$ cat src/rtl/lane_data_receiver_if.sv
// Note-lane stream bundle between the lane generator (master) and the
// lane data receiver (slave). The master drives the strobe and lane value.
// The slave returns the decoded lane and the sync status.
interface lane_data_receiver_if;
    logic       map;
    logic       data_en;
    logic [7:0] data;
    logic [2:0] lane;
    logic       lane_valid;
    logic       wrap_pulse;
    logic       locked;
    logic       sync_err;
    logic [7:0] err_count;

    modport master (
        output map, data_en, data,
        input  lane, lane_valid, wrap_pulse, locked, sync_err, err_count
    );

    modport slave (
        input  map, data_en, data,
        output lane, lane_valid, wrap_pulse, locked, sync_err, err_count
    );
endinterface

$ cat src/rtl/lane_data_receiver.sv
// Lane data receiver: the consumer end of the repeating note-lane sequence.
// It samples on map && data_en and searches for a legal value. It verifies
// LOCK_COUNT in-order samples before locking. While locked it decodes the
// lane index and flywheels through isolated bad samples. It falls back to
// search after ERR_MAX consecutive misses.
module lane_data_receiver #(
    parameter int BASE       = 100,
    parameter int STEP       = 4,
    parameter int LAST       = 116,
    parameter int LOCK_COUNT = 3,
    parameter int ERR_MAX    = 2
) (
    input  logic                  clk,
    input  logic                  resetn,
    lane_data_receiver_if.slave   bus
);

    localparam logic [7:0] C_BASE = 8'(BASE);
    localparam logic [7:0] C_STEP = 8'(STEP);
    localparam logic [7:0] C_LAST = 8'(LAST);
    localparam logic [7:0] C_LOCK = 8'(LOCK_COUNT);
    localparam logic [7:0] C_EMAX = 8'(ERR_MAX);
    localparam int         SHIFT  = $clog2(STEP);

    typedef enum logic [1:0] {
        S_SEARCH = 2'd0,
        S_VERIFY = 2'd1,
        S_LOCKED = 2'd2
    } state_t;

    // The value that follows v in the sequence, wrapping LAST back to BASE.
    function automatic logic [7:0] f_next(input logic [7:0] v);
        return (v == C_LAST) ? C_BASE : v + C_STEP;
    endfunction

    // A value is a sequence member if it is in range and on the step grid.
    function automatic logic f_legal(input logic [7:0] v);
        return (v >= C_BASE) && (v <= C_LAST) &&
               (((v - C_BASE) & (C_STEP - 8'd1)) == 8'd0);
    endfunction

    // Lane index of an in-sequence value. STEP is a power of two, so this is a shift.
    function automatic logic [2:0] f_lane(input logic [7:0] v);
        return 3'((v - C_BASE) >> SHIFT);
    endfunction

    // Error counter increment that sticks at full scale.
    function automatic logic [7:0] f_sat_inc(input logic [7:0] c);
        return (c == 8'hFF) ? c : c + 8'd1;
    endfunction

    state_t     r_state;
    state_t     w_state_nxt;
    logic [7:0] r_exp;
    logic [7:0] w_exp_nxt;
    logic [7:0] r_good_cnt;
    logic [7:0] w_good_nxt;
    logic [7:0] r_miss_run;
    logic [7:0] w_miss_nxt;
    logic [2:0] r_lane;
    logic [2:0] w_lane_nxt;
    logic       r_lane_valid;
    logic       w_lane_valid_nxt;
    logic       r_wrap_pulse;
    logic       w_wrap_nxt;
    logic       r_locked;
    logic       r_sync_err;
    logic       w_sync_err_nxt;
    logic [7:0] r_err_count;
    logic [7:0] w_err_count_nxt;

    logic       w_sample;
    logic       w_match;
    logic [7:0] w_good_inc;
    logic [7:0] w_miss_inc;

    assign w_sample   = bus.map && bus.data_en;
    assign w_match    = (bus.data == r_exp);
    assign w_good_inc = r_good_cnt + 8'd1;
    assign w_miss_inc = r_miss_run + 8'd1;

    // State and datapath registers; everything returns to search on reset.
    always_ff @(posedge clk or negedge resetn) begin
        if (!resetn) begin
            r_state      <= S_SEARCH;
            r_exp        <= C_BASE;
            r_good_cnt   <= 8'd0;
            r_miss_run   <= 8'd0;
            r_lane       <= 3'd0;
            r_lane_valid <= 1'b0;
            r_wrap_pulse <= 1'b0;
            r_locked     <= 1'b0;
            r_sync_err   <= 1'b0;
            r_err_count  <= 8'd0;
        end else begin
            r_state      <= w_state_nxt;
            r_exp        <= w_exp_nxt;
            r_good_cnt   <= w_good_nxt;
            r_miss_run   <= w_miss_nxt;
            r_lane       <= w_lane_nxt;
            r_lane_valid <= w_lane_valid_nxt;
            r_wrap_pulse <= w_wrap_nxt;
            r_locked     <= (w_state_nxt == S_LOCKED);
            r_sync_err   <= w_sync_err_nxt;
            r_err_count  <= w_err_count_nxt;
        end
    end

    // Next-state and next-output decode. Nothing moves without a sample event.
    always_comb begin
        w_state_nxt      = r_state;
        w_exp_nxt        = r_exp;
        w_good_nxt       = r_good_cnt;
        w_miss_nxt       = r_miss_run;
        w_lane_nxt       = r_lane;
        w_lane_valid_nxt = 1'b0;
        w_wrap_nxt       = 1'b0;
        w_sync_err_nxt   = 1'b0;
        w_err_count_nxt  = r_err_count;

        if (w_sample) begin
            case (r_state)
                S_SEARCH: begin
                    if (f_legal(bus.data)) begin
                        w_exp_nxt   = f_next(bus.data);
                        w_good_nxt  = 8'd1;
                        w_state_nxt = S_VERIFY;
                    end
                end

                S_VERIFY: begin
                    if (w_match) begin
                        w_good_nxt = w_good_inc;
                        w_exp_nxt  = f_next(bus.data);
                        if (w_good_inc == C_LOCK) begin
                            w_state_nxt = S_LOCKED;
                            w_miss_nxt  = 8'd0;
                        end
                    end else begin
                        // A mismatch is discarded, not re-tried as a new candidate.
                        w_state_nxt = S_SEARCH;
                    end
                end

                S_LOCKED: begin
                    // The expected value advances on every sample, good or bad.
                    w_exp_nxt = f_next(r_exp);
                    if (w_match) begin
                        w_lane_valid_nxt = 1'b1;
                        w_lane_nxt       = f_lane(bus.data);
                        w_wrap_nxt       = (bus.data == C_LAST);
                        w_miss_nxt       = 8'd0;
                    end else begin
                        w_sync_err_nxt  = 1'b1;
                        w_err_count_nxt = f_sat_inc(r_err_count);
                        w_miss_nxt      = w_miss_inc;
                        if (w_miss_inc == C_EMAX) begin
                            w_state_nxt = S_SEARCH;
                        end
                    end
                end

                default: begin
                    w_state_nxt = S_SEARCH;
                end
            endcase
        end
    end

    assign bus.lane       = r_lane;
    assign bus.lane_valid = r_lane_valid;
    assign bus.wrap_pulse = r_wrap_pulse;
    assign bus.locked     = r_locked;
    assign bus.sync_err   = r_sync_err;
    assign bus.err_count  = r_err_count;

endmodule

$ cat src/flat_wrapper.sv
// flat-port wrapper written by rule: the top's interface ports become plain ports
module lane_data_receiver_flat 
#(
    parameter int BASE       = 100,
    parameter int STEP       = 4,
    parameter int LAST       = 116,
    parameter int LOCK_COUNT = 3,
    parameter int ERR_MAX    = 2
)
  (clk, resetn, bus_map, bus_data_en, bus_data, bus_lane, bus_lane_valid, bus_wrap_pulse, bus_locked, bus_sync_err, bus_err_count);
  lane_data_receiver_if bus_i ();
  input  logic clk;
  input  logic resetn;
  input wire logic [$bits(bus_i.map)-1:0] bus_map;
  input wire logic [$bits(bus_i.data_en)-1:0] bus_data_en;
  input wire logic [$bits(bus_i.data)-1:0] bus_data;
  output wire logic [$bits(bus_i.lane)-1:0] bus_lane;
  output wire logic [$bits(bus_i.lane_valid)-1:0] bus_lane_valid;
  output wire logic [$bits(bus_i.wrap_pulse)-1:0] bus_wrap_pulse;
  output wire logic [$bits(bus_i.locked)-1:0] bus_locked;
  output wire logic [$bits(bus_i.sync_err)-1:0] bus_sync_err;
  output wire logic [$bits(bus_i.err_count)-1:0] bus_err_count;
  assign bus_i.map = bus_map;
  assign bus_i.data_en = bus_data_en;
  assign bus_i.data = bus_data;
  assign bus_lane = bus_i.lane;
  assign bus_lane_valid = bus_i.lane_valid;
  assign bus_wrap_pulse = bus_i.wrap_pulse;
  assign bus_locked = bus_i.locked;
  assign bus_sync_err = bus_i.sync_err;
  assign bus_err_count = bus_i.err_count;
  lane_data_receiver #(.BASE(BASE), .STEP(STEP), .LAST(LAST), .LOCK_COUNT(LOCK_COUNT), .ERR_MAX(ERR_MAX)) u_core (.clk(clk), .resetn(resetn), .bus(bus_i));
endmodule
$ cat config.mk
export PLATFORM = sky130hd
export DESIGN_NAME = lane_data_receiver_flat
export DESIGN_NICKNAME = d
export VERILOG_FILES = /design/src/rtl/lane_data_receiver_if.sv /design/src/rtl/lane_data_receiver.sv /design/src/flat_wrapper.sv
export SDC_FILE = /design/constraint.sdc
export NUM_CORES = 1
export LEC_CHECK = 0
export CORE_MARGIN = 2
export CORE_UTILIZATION = 35
export DETAILED_ROUTE_END_ITERATION = 10
export GPL_ROUTABILITY_DRIVEN = 0
export PLACE_DENSITY = 0.53
export SYNTH_ARGS = -nofsm -noshare
export SYNTH_HDL_FRONTEND = slang
export SYNTH_SLANG_ARGS = --single-unit
$ cat constraint.sdc
create_clock -name clk -period 3.4 [get_ports clk]
set_clock_uncertainty 0.1 [all_clocks]
set_input_delay 0.68 -clock clk [delete_from_list [all_inputs] [get_ports clk]]
set_output_delay 0.68 -clock clk [all_outputs]
set_load 0.01 [all_outputs]
==> impl_metrics.env <==
export IMPL_status="finished, final reports clean"
export IMPL_die_h_um=89.38
export IMPL_fin_ws_ps=533.0
export IMPL_powerDensity_nw_per_um2=413.7
export IMPL_drtAntennaViolNets=0
export IMPL_synth_edf_count=0
export IMPL_ir_drop_mv=0.2615
export IMPL_synthTopCellsByArea="dfrtp_1, ha_1, xnor2_1, nand2_1, dfstp_2"
export IMPL_fin_nets=328
export IMPL_rsz0062_at_grt="no"
export IMPL_drt_iter0_drc=135
export IMPL_path_clk_slew_ps=90
export IMPL_cts_tree="yes"
export IMPL_drc=0
export IMPL_dp_cells=394
export IMPL_finalHoldViolCount=0
export IMPL_final_area_um2=3032
export IMPL_yosysWarnings=0
export IMPL_grt_total_usage_pct=14.77
export IMPL_slew_headroom_pct=37.44
export IMPL_core_um2=7137
export IMPL_io_pins=27
export IMPL_cp_max_fo=5
export IMPL_syn_area_um2=2551
export IMPL_postCtsSetupBuffers=0
export IMPL_fin_crit_sh_pct=84.32
export IMPL_syn_inst=275
export IMPL_start_kind="input pin"
export IMPL_port_buffers=26
export IMPL_fin_util_pct=42.48
export IMPL_grt_ovfl_total=0
export IMPL_stdcell_count=402
export IMPL_maxSlewViolCount=0
export IMPL_dp_slack_ps=242.6
export IMPL_setup_viol=0
export IMPL_cts_sinks=41
export IMPL_fill_cells=736
export IMPL_yosys_area_top_type="dfrtp_1"
export IMPL_min_path_type="reg2reg"
export IMPL_clockBufferDepth=2
export IMPL_grt_antenna_before_repair=0
export IMPL_die_width_um=89.38
export IMPL_synth_top_area_share_pct=37.27
export IMPL_initial_utilization_pct=35.75
export IMPL_ys_seq_area_share_pct=40.36
export IMPL_syn_to_final_growth_pct=18.83
export IMPL_criticalPathCategory="in2reg"
export IMPL_ys_types=55
export IMPL_finalPower_mw=1.254
export IMPL_syn_nets=301
export IMPL_hold_slack_ps=390.2
export IMPL_cts_root_buf="clkbuf_8"
export IMPL_dpl_instance_area_um2=2917
export IMPL_critPathArrivalTime_ps=2950
export IMPL_wl_per_cell_um=13.62
export IMPL_drt_total_wl_um=5476
export IMPL_grt_pass1_vias=1898
export IMPL_rows=31
export IMPL_async_flop_share_pct=100.0
export IMPL_dr_total_vias=2115
export IMPL_p_leak_nw=1.267
export IMPL_final_min_clock_period_ps=2867
export IMPL_syn_area_per_cell_um2=9.277
export IMPL_fin_tns_setup_ps=0
export IMPL_grt_max_degree=42
export IMPL_cts_resized=0
export IMPL_grt_pass1_wl_um=9246
export IMPL_vias_per_cell=5.261
export IMPL_antennaDiodeCount=0
export IMPL_insertion_delay_ps=300
export IMPL_drv_cap=0
export IMPL_ys_seq_elements=41
export IMPL_synth_ff_type="dfrtp_1"
export IMPL_cts_buffers=5
export IMPL_die_area_um2=7988
export IMPL_drive_gt1_share_pct=10.23
export IMPL_worst_pin_slew_ps=938.4
export IMPL_drtPass1Iterations=4
export IMPL_fmax_ghz=0.3488
export IMPL_htreeDepth=2
export IMPL_place_hpwl_um=3917
export IMPL_crit_required_ps=3480
export IMPL_ctsHoldBuffers=0
export IMPL_end_kind="register"
[routing by layer]
layer  share of wire [%]  GRT usage (%)
met5                   0              0
met4                0.75          4.749
met3                 3.9          2.770
met2                  45          22.15
met1                  51          21.44
[cell usage after synthesis, types with 2 or more instances]
master     number
o21a_1          2
xnor2_1        17
nor3_1          9
nand2_1        24
o22a_1          2
mux2_2          4
o211ai_1        2
buf_2           2
xor2_1          6
dfstp_2         3
a31oi_1         2
o21bai_1        2
a211o_1         3
mux2i_1         3
dfrtp_1        38
nand3_1        14
nor2_1         20
a21o_1          4
clkbuf_1        8
a21boi_1        2
a21oi_1        13
o21ai_0        14
nor4_1          3
ha_1           14
a22oi_1         2
o21ai_1         2
o31ai_1         3
o2bb2ai_1       5
and3_1          4
nand4_1         8
and2_1          3
inv_1          14
[critical path, cell delays in order]
cell and delay (ps):
clkdlybuf4s50_1 580, inv_1 100, ha_1 220, xnor2_1 190, o211ai_1 130, a21oi_1 340
o211ai_1 180, nor2_1 180, mux2_2 350
[registers in the layout (all words and copies together), names as in the netlist]
name                   cells
u_core.r_state             2
u_core.r_exp               8
u_core.r_miss_run          8
u_core.bus.wrap_pulse      1
u_core.bus.err_count       8
u_core.r_good_cnt          8
u_core.bus.locked          1
u_core.bus.sync_err        1
u_core.bus.lane            3
u_core.bus.lane_valid      1
[final timing paths]
path	cells after the start	slack (ps)	to	startpoint
worst max-delay path	9	530	u_core.r_exp[1]	bus_data[2]
worst min-delay path	1	390	u_core.bus.err_count[5]	u_core.bus.err_count[5]
worst max register to register	6	700	u_core.r_miss_run[7]	u_core.r_good_cnt[0]
worst min register to register	1	390	u_core.bus.err_count[5]	u_core.bus.err_count[5]
max in group asynchronous	1	2190	u_core.r_good_cnt[3]	resetn
min in group asynchronous	1	420	u_core.bus.err_count[2]	resetn
[cells in the final DEF (no fill, tap or decap), drive strengths merged, types with 4 or more instances in the layout]
cell,count
o2bb2ai,5
ha,14
xnor2,17
inv,14
nor2,20
clkdlybuf4s50,25
a21oi,13
nand3,14
mux2,4
nand4,8
clkbuf,5
o21ai,16
a21o,5
nand2,25
buf,6
nor3,10
dfrtp,38
and3,4
xor2,6
[power by group]
part | internal [mW] | total, mW | switching [mW] | leakage, nW
Sequential | 0.553 | 0.630 | 0.0767 | 0.546
Combinational | 0.110 | 0.223 | 0.113 | 0.667
Clock | 0.220 | 0.402 | 0.182 | 0.0543
Total | 0.883 | 1.25 | 0.371 | 1.27
[cell families (layout without fill, tap and decap cells)]
| family | count (synthesis) | in the layout | share of synthesized area [%] |
|---|---|---|---|
| flip-flops | 41 | 41 | 40.36 |
| buffers and inverters | 25 | 53 | 4.071 |
| XOR/XNOR | 23 | 23 | 7.896 |
| AND/OR/NAND/NOR | 97 | 97 | 19.28 |
| AO/OA/AOI/OAI | 68 | 68 | 18.59 |
| adder cells (fa/ha/maj) | 14 | 14 | 6.866 |
| multiplexers | 7 | 7 | 2.943 |
[area by class of cell]
| cell class | instances | area (um^2) | share of cell area [%] |
|---|---|---|---|
| multi-input cells | 209 | 1418 | 46.76 |
| clock inverters | 3 | 46.29 | 1.527 |
| well taps | 99 | 123.9 | 4.086 |
| clock buffers | 5 | 68.82 | 2.270 |
| flip-flops and latches | 41 | 1030 | 33.97 |
| repair buffers | 31 | 292.8 | 9.657 |
| inverters | 14 | 52.55 | 1.733 |
Power figures use the tool's default switching activity.
